File: src/rtl/tdm_pkg.sv
// tdm_pkg: shared FSM state type and default sizing for the TDM slot scheduler.
package tdm_pkg;
  typedef enum logic [1:0] {IDLE, HDR, SHIFT} state_t;
  localparam int N_CH_DEF = 4;
  localparam int W_DEF = 3;
endpackage

File: src/rtl/tdm_slot_scheduler_if.sv
// tdm_slot_scheduler_if: requester handshake and serial output bundle.
interface tdm_slot_scheduler_if import tdm_pkg::*; #(
  parameter int N_CH = N_CH_DEF,
  parameter int W = W_DEF
) ();
  localparam int CH_W = $clog2(N_CH);
  logic en;
  logic [N_CH-1:0] req;
  logic [N_CH*W-1:0] word;
  logic [N_CH-1:0] ack;
  logic ser_out;
  logic ser_valid;
  logic [CH_W-1:0] ser_ch;
  logic frame_start;
  logic busy;
  modport master (output en, req, word, input ack, ser_out, ser_valid, ser_ch, frame_start, busy);
  modport slave (input en, req, word, output ack, ser_out, ser_valid, ser_ch, frame_start, busy);
endinterface

File: src/rtl/tdm_rr_arbiter.sv
// tdm_rr_arbiter: combinational round-robin pick of the first requester at or after ptr.
module tdm_rr_arbiter import tdm_pkg::*; #(
  parameter int N_CH = N_CH_DEF,
  localparam int CH_W = $clog2(N_CH)
) (
  input  logic [N_CH-1:0] req,
  input  logic [CH_W-1:0] ptr,
  output logic            gnt_valid,
  output logic [CH_W-1:0] gnt_idx
);
  logic [CH_W-1:0] j;
  // Scan farthest-first so the closest requester to ptr is written last and wins.
  always_comb begin
    gnt_valid = 1'b0;
    gnt_idx = '0;
    j = '0;
    for (int i = N_CH - 1; i >= 0; i--) begin
      j = CH_W'((int'(ptr) + i) % N_CH);
      if (req[j]) begin
        gnt_valid = 1'b1;
        gnt_idx = j;
      end
    end
  end
endmodule

File: src/rtl/tdm_slot_scheduler.sv
// tdm_slot_scheduler: round-robin grant and LSB-first serialization of W-bit words.
// Define TDM_HDR_EN to prefix each word with the channel id (CH_W header bits).
module tdm_slot_scheduler import tdm_pkg::*; #(
  parameter int N_CH = N_CH_DEF,
  parameter int W = W_DEF
) (
  input logic clk,
  input logic rst_n,
  tdm_slot_scheduler_if.slave bus
);
  localparam int CH_W = $clog2(N_CH);
`ifdef TDM_HDR_EN
  localparam int HW = CH_W;
`else
  localparam int HW = 0;
`endif
  localparam int FL = HW + W;
  localparam int CW = $clog2(FL + 1);
  localparam state_t FIRST = HW > 0 ? HDR : SHIFT;
  state_t state;
  logic [CH_W-1:0] ptr, gnt_idx, ser_ch;
  logic [CW-1:0] cnt;
  logic [FL-1:0] shreg, fw;
  logic [N_CH-1:0] ack;
  logic gnt_valid, ser_valid, frame_start, last, arb;
  tdm_rr_arbiter #(.N_CH(N_CH)) u_arb (.req(bus.req), .ptr, .gnt_valid, .gnt_idx);
`ifdef TDM_HDR_EN
  assign fw = {bus.word[gnt_idx*W +: W], gnt_idx};
`else
  assign fw = bus.word[gnt_idx*W +: W];
`endif
  assign last = state != IDLE && cnt == CW'(FL - 1);
  assign arb = bus.en && gnt_valid && (state == IDLE || last);
  // The whole frame sits in shreg; bit 0 is the bit on the line this cycle.
  always_ff @(posedge clk) begin
    if (!rst_n) begin
      state <= IDLE;
      ptr <= '0;
      cnt <= '0;
      shreg <= '0;
      ack <= '0;
      ser_ch <= '0;
      ser_valid <= 1'b0;
      frame_start <= 1'b0;
    end else begin
      ack <= arb ? N_CH'(1) << gnt_idx : '0;
      frame_start <= arb;
      if (arb) begin
        state <= FIRST;
        shreg <= fw;
        ser_ch <= gnt_idx;
        ptr <= CH_W'((int'(gnt_idx) + 1) % N_CH);
        cnt <= '0;
        ser_valid <= 1'b1;
      end else if (state != IDLE) begin
        shreg <= shreg >> 1;
        cnt <= cnt + 1'b1;
        state <= last ? IDLE : ((cnt + 1'b1) == CW'(HW) ? SHIFT : state);
        ser_valid <= !last;
      end
    end
  end
  assign bus.ack = ack;
  assign bus.ser_out = shreg[0];
  assign bus.ser_valid = ser_valid;
  assign bus.ser_ch = ser_ch;
  assign bus.frame_start = frame_start;
  assign bus.busy = ser_valid;
endmodule

File: src/flat_wrapper.sv
// flat-port wrapper written by rule: the top's interface ports become plain ports
module tdm_slot_scheduler_flat import tdm_pkg::*;
#(
  parameter int N_CH = N_CH_DEF,
  parameter int W = W_DEF
)
  (clk, rst_n, bus_en, bus_req, bus_word, bus_ack, bus_ser_out, bus_ser_valid, bus_ser_ch, bus_frame_start, bus_busy);
  tdm_slot_scheduler_if #(.N_CH(N_CH), .W(W)) bus_i ();
  input logic clk;
  input logic rst_n;
  input wire logic [$bits(bus_i.en)-1:0] bus_en;
  input wire logic [$bits(bus_i.req)-1:0] bus_req;
  input wire logic [$bits(bus_i.word)-1:0] bus_word;
  output wire logic [$bits(bus_i.ack)-1:0] bus_ack;
  output wire logic [$bits(bus_i.ser_out)-1:0] bus_ser_out;
  output wire logic [$bits(bus_i.ser_valid)-1:0] bus_ser_valid;
  output wire logic [$bits(bus_i.ser_ch)-1:0] bus_ser_ch;
  output wire logic [$bits(bus_i.frame_start)-1:0] bus_frame_start;
  output wire logic [$bits(bus_i.busy)-1:0] bus_busy;
  assign bus_i.en = bus_en;
  assign bus_i.req = bus_req;
  assign bus_i.word = bus_word;
  assign bus_ack = bus_i.ack;
  assign bus_ser_out = bus_i.ser_out;
  assign bus_ser_valid = bus_i.ser_valid;
  assign bus_ser_ch = bus_i.ser_ch;
  assign bus_frame_start = bus_i.frame_start;
  assign bus_busy = bus_i.busy;
  tdm_slot_scheduler #(.N_CH(N_CH), .W(W)) u_core (.clk(clk), .rst_n(rst_n), .bus(bus_i));
endmodule
File: config.mk
export PLATFORM = sky130hd
export DESIGN_NAME = tdm_slot_scheduler_flat
export DESIGN_NICKNAME = d
export VERILOG_FILES = /design/src/rtl/tdm_pkg.sv /design/src/rtl/tdm_slot_scheduler_if.sv /design/src/rtl/tdm_rr_arbiter.sv /design/src/rtl/tdm_slot_scheduler.sv /design/src/flat_wrapper.sv
export SDC_FILE = /design/constraint.sdc
export NUM_CORES = 1
export LEC_CHECK = 0
export CORE_MARGIN = 3
export CORE_UTILIZATION = 40
export CTS_BUF_LIST = sky130_fd_sc_hd__clkbuf_16
export DETAILED_ROUTE_END_ITERATION = 6
export HOLD_SLACK_MARGIN = 0.12
export PLACE_DENSITY = 0.73
export SLEW_MARGIN = 20
export SYNTH_ARGS = -nofsm -noshare
export SYNTH_HDL_FRONTEND = slang
export SYNTH_SLANG_ARGS = --single-unit
File: constraint.sdc
create_clock -name clk -period 1.8 [get_ports clk]
set_input_delay 0.27 -clock clk [delete_from_list [all_inputs] [get_ports clk]]
set_output_delay 0.27 -clock clk [all_outputs]
set_load 0.01 [all_outputs]
==> flow_summary.ini, run 1 <==
[status]
status = finished, final reports clean

[setup_path]
r2r_slack_ns = 0.13
slowest_delay_ns = 0.38
regToRegStartpoint = u_core.ptr[1]$_SDFFE_PN0P_
crit_family = compound AO/OA/AOI/OAI gates
crit_path_frequent_cell = a21oi_2
cp_num_cells = 8
crit_chain = a21oi_2, o21ai_1, a21oi_2, buf_6, buf_4, xnor2_1, nand2_1, o211a_1
cp-start-kind = flop
worstSetupPathType = reg2reg
r2r_cells = 8
worst_ep_required_time_ns = 1.94
cp_max_fo = 6
crit_end = u_core.ptr[1]$_SDFFE_PN0P_
crit_path_end_kind = flop
rr_endpoint = u_core.ptr[1]$_SDFFE_PN0P_
worst-path-buf-inv = 2
arrival_ns = 1.81
crit_start = u_core.ptr[1]$_SDFFE_PN0P_
crit_slowest_cell = dfxtp_1

[floorplan]
fp-row-count = 15
core_area_um2 = 1820
die_h_um = 51.0
dieArea_um2 = 2600
die_width_um = 51.0
io_pins = 29
start_util_pct = 44.5

[hold_path]
hold_class = reg2reg

[cts]
cts_buffer_depth = 2
clk_transition_reported_paths_ns = 0.05
cts-root-buf = clkbuf_16
cts_hold_repair.buffers = 0
clk_latency_ns = 0.24
cts_buffers = 3
cts.sink_count = 16
tritoncts = yes
htree_levels = 1

[yosys]
yosysWarnings = 0
async_flop_share_pct = 0
synth_edf_count = 0
syn_area_um2 = 810
synth_nets = 106
ys.flop_type = dfxtp_1
avgSynthCellArea_um2 = 9.41
synth-seq-cells = 16
syn_inst = 86
seq_area_frac_synth_pct = 39.6
yosys.cell_types.count = 29

[global_routing]
grt_pass1_wl_um = 3840
grt_usage_pct = 19.8
grt_overflow = 0
antenna_found_initial = 0
grt_max_degree = 11
grt_pass1_vias = 851

[route]
met1_length_um = 903
wl_met3_um = 106
top_layer_used = met4
drc = 0
dr_wl_met2_um = 1160
drtIter0Drc = 4
first_pass_iters = 4
wl_per_cell_um = 14.5
finalWirelength_um = 2240
viasPerCell = 5.09
antenna_left = 0
num_vias = 784

[layout]
layoutNonFillerInstCount = 154
n_fill_cell = 142
nNetsFinal = 150
area_growth_pct = 61.1
drive_gt1_share_pct = 20.2
antenna_cells = 0

[timing]
max_freq_ghz = 0.599
maxSlewViolCount = 0
setup_viol = 0
final_hold_viol_count = 0
grt_setup_unrepaired = false
final.setup_skew_ns = 0.00275
post-route-period-util_pct = 92.8
tightest_slew_ns = 0.359
finalSetupTns_ns = 0
layout_min_cycle_time_ns = 1.67
setup_slack_ns = 0.130
relSlewSlack_pct = 76.1

[power]
peakVddDrop_mv = 0.564
p_per_area_nw_per_um2 = 863
leakagePower_nw = 0.548
report.power.total_w = 0.00112

[place]
io_buffers = 28
hpwl_um = 1560
gp_congestion = 0.747
place_ws_ns = -0.258
dpl.cell_count = 149

[job]
max-cap-violations = 0
==> cell families after synthesis <==
group	count (synthesis)	share of synthesized area, %
simple gates	21	12.7
flops	16	39.6
xor+xnor	2	2.16
mux	10	12.7
buf+inv	11	6.03
fa+ha+maj	1	1.55
compound gates	25	25.3
==> state kept, by name, indices dropped and copies added (netlist names) <==
signal and count:
u_core.ptr 2, u_core.shreg 3, u_core.bus.busy 1, u_core.state 1, u_core.bus.ser_ch 2, u_core.bus.ack 4, u_core.bus.frame_start 1, u_core.cnt 2
==> layout by cell type, fill, tap and decap left out, types with 2 or more instances in the layout <==
| cell | netlist | layout |
|---|---|---|
| nand2_1 | 7 | 7 |
| buf_4 | 2 | 13 |
| mux2_2 | 2 | 2 |
| a21oi_2 | 2 | 3 |
| clkbuf_16 | 0 | 3 |
| nor2b_1 | 3 | 3 |
| o221ai_1 | 3 | 3 |
| dlygate4sd2_1 | 0 | 2 |
| dlymetal6s2s_1 | 0 | 2 |
| buf_6 | 0 | 2 |
| xnor2_1 | 2 | 2 |
| a21boi_0 | 2 | 2 |
| dfxtp_1 | 16 | 16 |
| o21ai_0 | 3 | 3 |
| nand2b_1 | 4 | 4 |
| nor2_1 | 4 | 4 |
| clkdlybuf4s50_1 | 0 | 24 |
| a21oi_1 | 6 | 5 |
| inv_1 | 6 | 6 |
| nor3_1 | 2 | 2 |
| mux2i_1 | 8 | 8 |
==> metal layers <==
metal	track usage, %	up-vias
li1	-	392
met1	20.7	359
met2	37.6	27
met3	3.50	6
met4	8.97	0
met5	0	-
==> where the power goes <==
part	total [W]	switching [W]	leakage, nW	internal (W)
clock network	0.000426	0.000132	0.0385	0.000294
registers	0.000406	0.0000231	0.132	0.000383
logic	0.000293	0.000127	0.378	0.000166
==> synth_stat cells (all sizes together) (2+ instances only) <==
| cell type | instances | share of area (%) |
|---|---|---|
| a21boi | 2 | 1.9 |
| a21oi | 8 | 5.9 |
| buf | 2 | 1.9 |
| clkbuf | 2 | 0.93 |
| dfxtp | 16 | 40 |
| inv | 7 | 3.2 |
| mux2 | 2 | 2.8 |
| mux2i | 8 | 9.9 |
| nand2 | 7 | 3.2 |
| nand2b | 4 | 3.1 |
| nor2 | 4 | 1.9 |
| nor2b | 3 | 2.3 |
| nor3 | 2 | 1.2 |
| o21ai | 4 | 2.5 |
| o221ai | 3 | 3.2 |
| xnor2 | 2 | 2.2 |
==> how the worst min path moves through the flow <==
stage	start	to	slack, ns	cells after the start
2_1_floorplan	rst_n	u_core.cnt[0]$_SDFFE_PP0P_	0.43	2
5_1_grt	u_core.bus.ser_ch[0]$_SDFFE_PN0P_	u_core.bus.ser_ch[0]$_SDFFE_PN0P_	0.55	2
6_report	u_core.cnt[1]$_SDFFE_PP0P_	u_core.cnt[1]$_SDFFE_PP0P_	0.50	2
3_5_place_dp	u_core.cnt[1]$_SDFFE_PP0P_	u_core.cnt[1]$_SDFFE_PP0P_	0.48	2
4_1_cts	u_core.cnt[1]$_SDFFE_PP0P_	u_core.cnt[1]$_SDFFE_PP0P_	0.49	2
3_3_place_gp	u_core.cnt[1]$_SDFFE_PP0P_	u_core.cnt[1]$_SDFFE_PP0P_	0.47	2
==> through the flow <==
stage	hold WS, ns	cell area, µm²	utilization (%)
global placement	0.468	1200	66.1
floorplan	0.426	810	-
CTS	0.494	1290	70.9
detailed placement	0.483	1200	66.1
global route	0.554	1300	71.6
finish	0.504	1300	71.6
==> layout make-up <==
class / instances / area, µm² / area share, %
Timing Repair Buffer: 43 / 403 / 30.9
Sequential cell: 16 / 320 / 24.6
Clock buffer: 3 / 75.1 / 5.76
Inverter: 7 / 26.3 / 2.02
Clock inverter: 1 / 3.75 / 0.288
Multi-Input combinational cell: 59 / 444 / 34.1
Tap cell: 25 / 31.3 / 2.40
==> worst min-delay path, stage by stage (launching register included) <==
cell and delay [ns]:
dfxtp_1 0.31, nor2_1 0.09, a211oi_1 0.05
==> timing repair <==
item	CTS	global route
setup buffers	1	0
endpoints found under the setup margin	2	7
resized for setup	3	4
pin swaps	1	2
Power figures use the tool's default switching activity.
==> inputs of run 2 (changes only) <==
- CAP_MARGIN: not set -> 0
- PLACE_DENSITY: 0.73 -> 0.72
- SYNTH_HIERARCHICAL: not set -> 1
==> flow_summary.ini, run 2 <==
[status]
status = finished, final reports clean

[yosys]
synth_area_leaders = dfxtp_1 (39%), mux2i_1 (6.1%), a21oi_1 (3.6%)
async_flop_share_pct = 0
yosysWarnings = 6
syn_area_um2 = 825
synth_nets = 105
synth_edf_count = 0
ys.flop_type = dfxtp_1
yosys.cell_types.count = 36
synth_area_leader_cell = dfxtp_1
yosysTopAreaCellShare_pct = 38.8
synth-seq-cells = 16
syn_inst = 85
seq_area_frac_synth_pct = 38.8
synth_common_cells = dfxtp_1 (16), nor2_1 (7), a21oi_1 (6), mux2i_1 (5)
synth_most_common_cell = dfxtp_1
avgSynthCellArea_um2 = 9.70

[timing]
setup_viol = 0
max_freq_ghz = 0.576
hold_slack_ns = 0.484
layout_min_cycle_time_ns = 1.73
final_hold_viol_count = 0
grt_setup_unrepaired = true
post-route-period-util_pct = 96.4
tightest_slew_ns = 0.371
maxSlewViolCount = 0
relSlewSlack_pct = 75.2
final.setup_skew_ns = 0.00301

[layout]
antenna_cells = 0
nNetsFinal = 142
final_common_cell = clkdlybuf4s50_1
multi_input_area_um2 = 502
mostFrequentLayoutCells = clkdlybuf4s50_1 (25), dfxtp_1 (14), buf_4 (9), a21oi_1 (6), nor2_1 (6)
n_fill_cell = 161
drive_gt1_share_pct = 24.2
largest_register = u_core/bus.ack
largest_register_ffs = 4
area_growth_pct = 56.8
layoutNonFillerInstCount = 145
final_cell_area_um2 = 1290
regArea_um2 = 325
top_regs = u_core/bus.ack x4, u_core/shreg x3

[cts]
clk_latency_ns = 0.24
cts.sink_count = 16
cts_buffer_depth = 2
cts_buffers = 3
cts-root-buf = clkbuf_16
htree_levels = 1
cts_hold_repair.buffers = 0
clk_transition_reported_paths_ns = 0.05
tritoncts = yes

[route]
viasPerCell = 5.10
drtIter0Drc = 16
antenna_left = 0
drc = 0
first_pass_iters = 4
num_vias = 740
wl_per_cell_um = 12.6
finalWirelength_um = 1830

[global_routing]
grt_usage_pct = 14.8
antenna_found_initial = 0
grt_pass1_vias = 751
grt_pass1_wl_um = 3110
grt_max_degree = 12
grt_overflow = 0

[place]
dpl.cell_count = 140
hpwl_um = 1420
dpl-instance-area_um2 = 1150
io_buffers = 28
gp_congestion = 0.782

[power]
power_frac_comb_pct = 25.8
leakagePower_nw = 0.489
power.share.clock_pct = 37.4
p_per_area_nw_per_um2 = 849
p_sw_share_pct = 23.7
peakVddDrop_mv = 0.477
seq_power_share_pct = 36.8
p_int_w = 0.000838
switchingPower_w = 0.000260

[floorplan]
die_width_um = 51.4
io_pins = 29
die_h_um = 51.4
dieArea_um2 = 2640
fp-row-count = 15
core_area_um2 = 1840
start_util_pct = 44.8

[setup_path]
worst_ep_required_time_ns = 1.93
r2r_cells = 8
arrival_ns = 1.86
crit_end = u_core/shreg[2]$_SDFFE_PN0P_
rr_endpoint = u_core/shreg[2]$_SDFFE_PN0P_
r2r_slack_ns = 0.07
cp_max_fo = 6
crit_start = u_core/ptr[1]$_SDFFE_PN0P_
regToRegStartpoint = u_core/ptr[1]$_SDFFE_PN0P_
crit_path_end_kind = flop
worstSetupPathType = reg2reg
cp-start-kind = flop

[job]
max-cap-violations = 0

[hold_path]
hold_class = reg2reg
## run 2: cell types whose count changed after synthesis, moves of 3 or more
cell,before,now
mux2i_1,8,5
inv_1,6,3
nor2b_1,3,0
nor2_1,4,7
nand2_1,7,3
nand3_1,0,4
## run 2: metrics by stage
stage | setup TNS, ns | power [W] | setup WS [ns] | util (%)
after floorplan | 0 | 0.000556 | 0.0482 | -
after global placement | -1.21 | 0.000657 | -0.380 | 62.7
after detailed placement | -1.50 | 0.000663 | -0.448 | 62.7
after CTS | -0.0333 | 0.00108 | -0.0333 | 67.1
after global routing | -0.0224 | 0.00114 | -0.0186 | 70.3
final | 0 | 0.00110 | 0.0650 | 70.3
## run 2: worst min-delay path by stage
stage / slack, ns / end / start / cells after the start
floorplan: 0.43 / u_core/shreg[2]$_SDFFE_PN0P_ / rst_n / 1
global placement: 0.47 / u_core/bus.ser_ch[1]$_SDFFE_PN0P_ / u_core/bus.ser_ch[1]$_SDFFE_PN0P_ / 2
detailed placement: 0.48 / u_core/bus.ser_ch[0]$_SDFFE_PN0P_ / u_core/bus.ser_ch[0]$_SDFFE_PN0P_ / 2
CTS: 0.49 / u_core/bus.ser_ch[0]$_SDFFE_PN0P_ / u_core/bus.ser_ch[0]$_SDFFE_PN0P_ / 2
global route: 0.51 / u_core/bus.ser_ch[1]$_SDFFE_PN0P_ / u_core/bus.ser_ch[1]$_SDFFE_PN0P_ / 2
finish: 0.48 / u_core/bus.ser_ch[0]$_SDFFE_PN0P_ / u_core/bus.ser_ch[0]$_SDFFE_PN0P_ / 2
## run 2: power groups by stage
stage / logic, W / registers [W] / clock network, W
floorplan: 0.000148 / 0.000408 / 0
global placement: 0.000248 / 0.000408 / 0
detailed placement: 0.000253 / 0.000410 / 0
CTS: 0.000257 / 0.000404 / 0.000418
global route: 0.000308 / 0.000407 / 0.000427
finish: 0.000283 / 0.000404 / 0.000410
## run 2: kinds of logic (layout without fill, tap and decap cells)
group	count (synthesis)	in the layout	synth area share [%]
AOI/OAI and AO/OA	20	20	18.1
xor gates and xnor gates	2	2	2.12
adders and majority gates	1	1	1.52
buffers and inverters	8	43	5.61
DFF	16	16	38.8
muxes	7	7	12.0
and+or+nand+nor	31	31	21.9
## run 2: area by class of cell
class / count / share of cell area (%)
well taps: 25 / 2.42
flip-flops and latches: 16 / 25.2
repair buffers: 37 / 26.9
clock buffers: 3 / 5.81
inverters: 3 / 0.871
multi-input cells: 61 / 38.8
## run 2: layer usage
layer,vias to the layer above,GRT usage [%],routed length (µm)
met4,0,6.99,14
met1,331,19.7,834
met3,2,1.17,84
met5,-,0,0
li1,383,-,-
met2,24,24.2,896
## run 2: timing repair
item | CTS | global route
resized for setup | 3 | 11
endpoints found under the setup margin | 3 | 4
setup buffers | 1 | 1
cloned | 0 | 0
pin swaps | 2 | 4
## run 2: critical path, stage by stage, from the launching register on
cell	delay, ns
dfxtp_4	0.37
nand2b_1	0.10
a21oi_1	0.07
a211oi_2	0.15
buf_4	0.16
buf_4	0.17
mux2i_4	0.25
o22ai_1	0.12
a32o_1	0.23
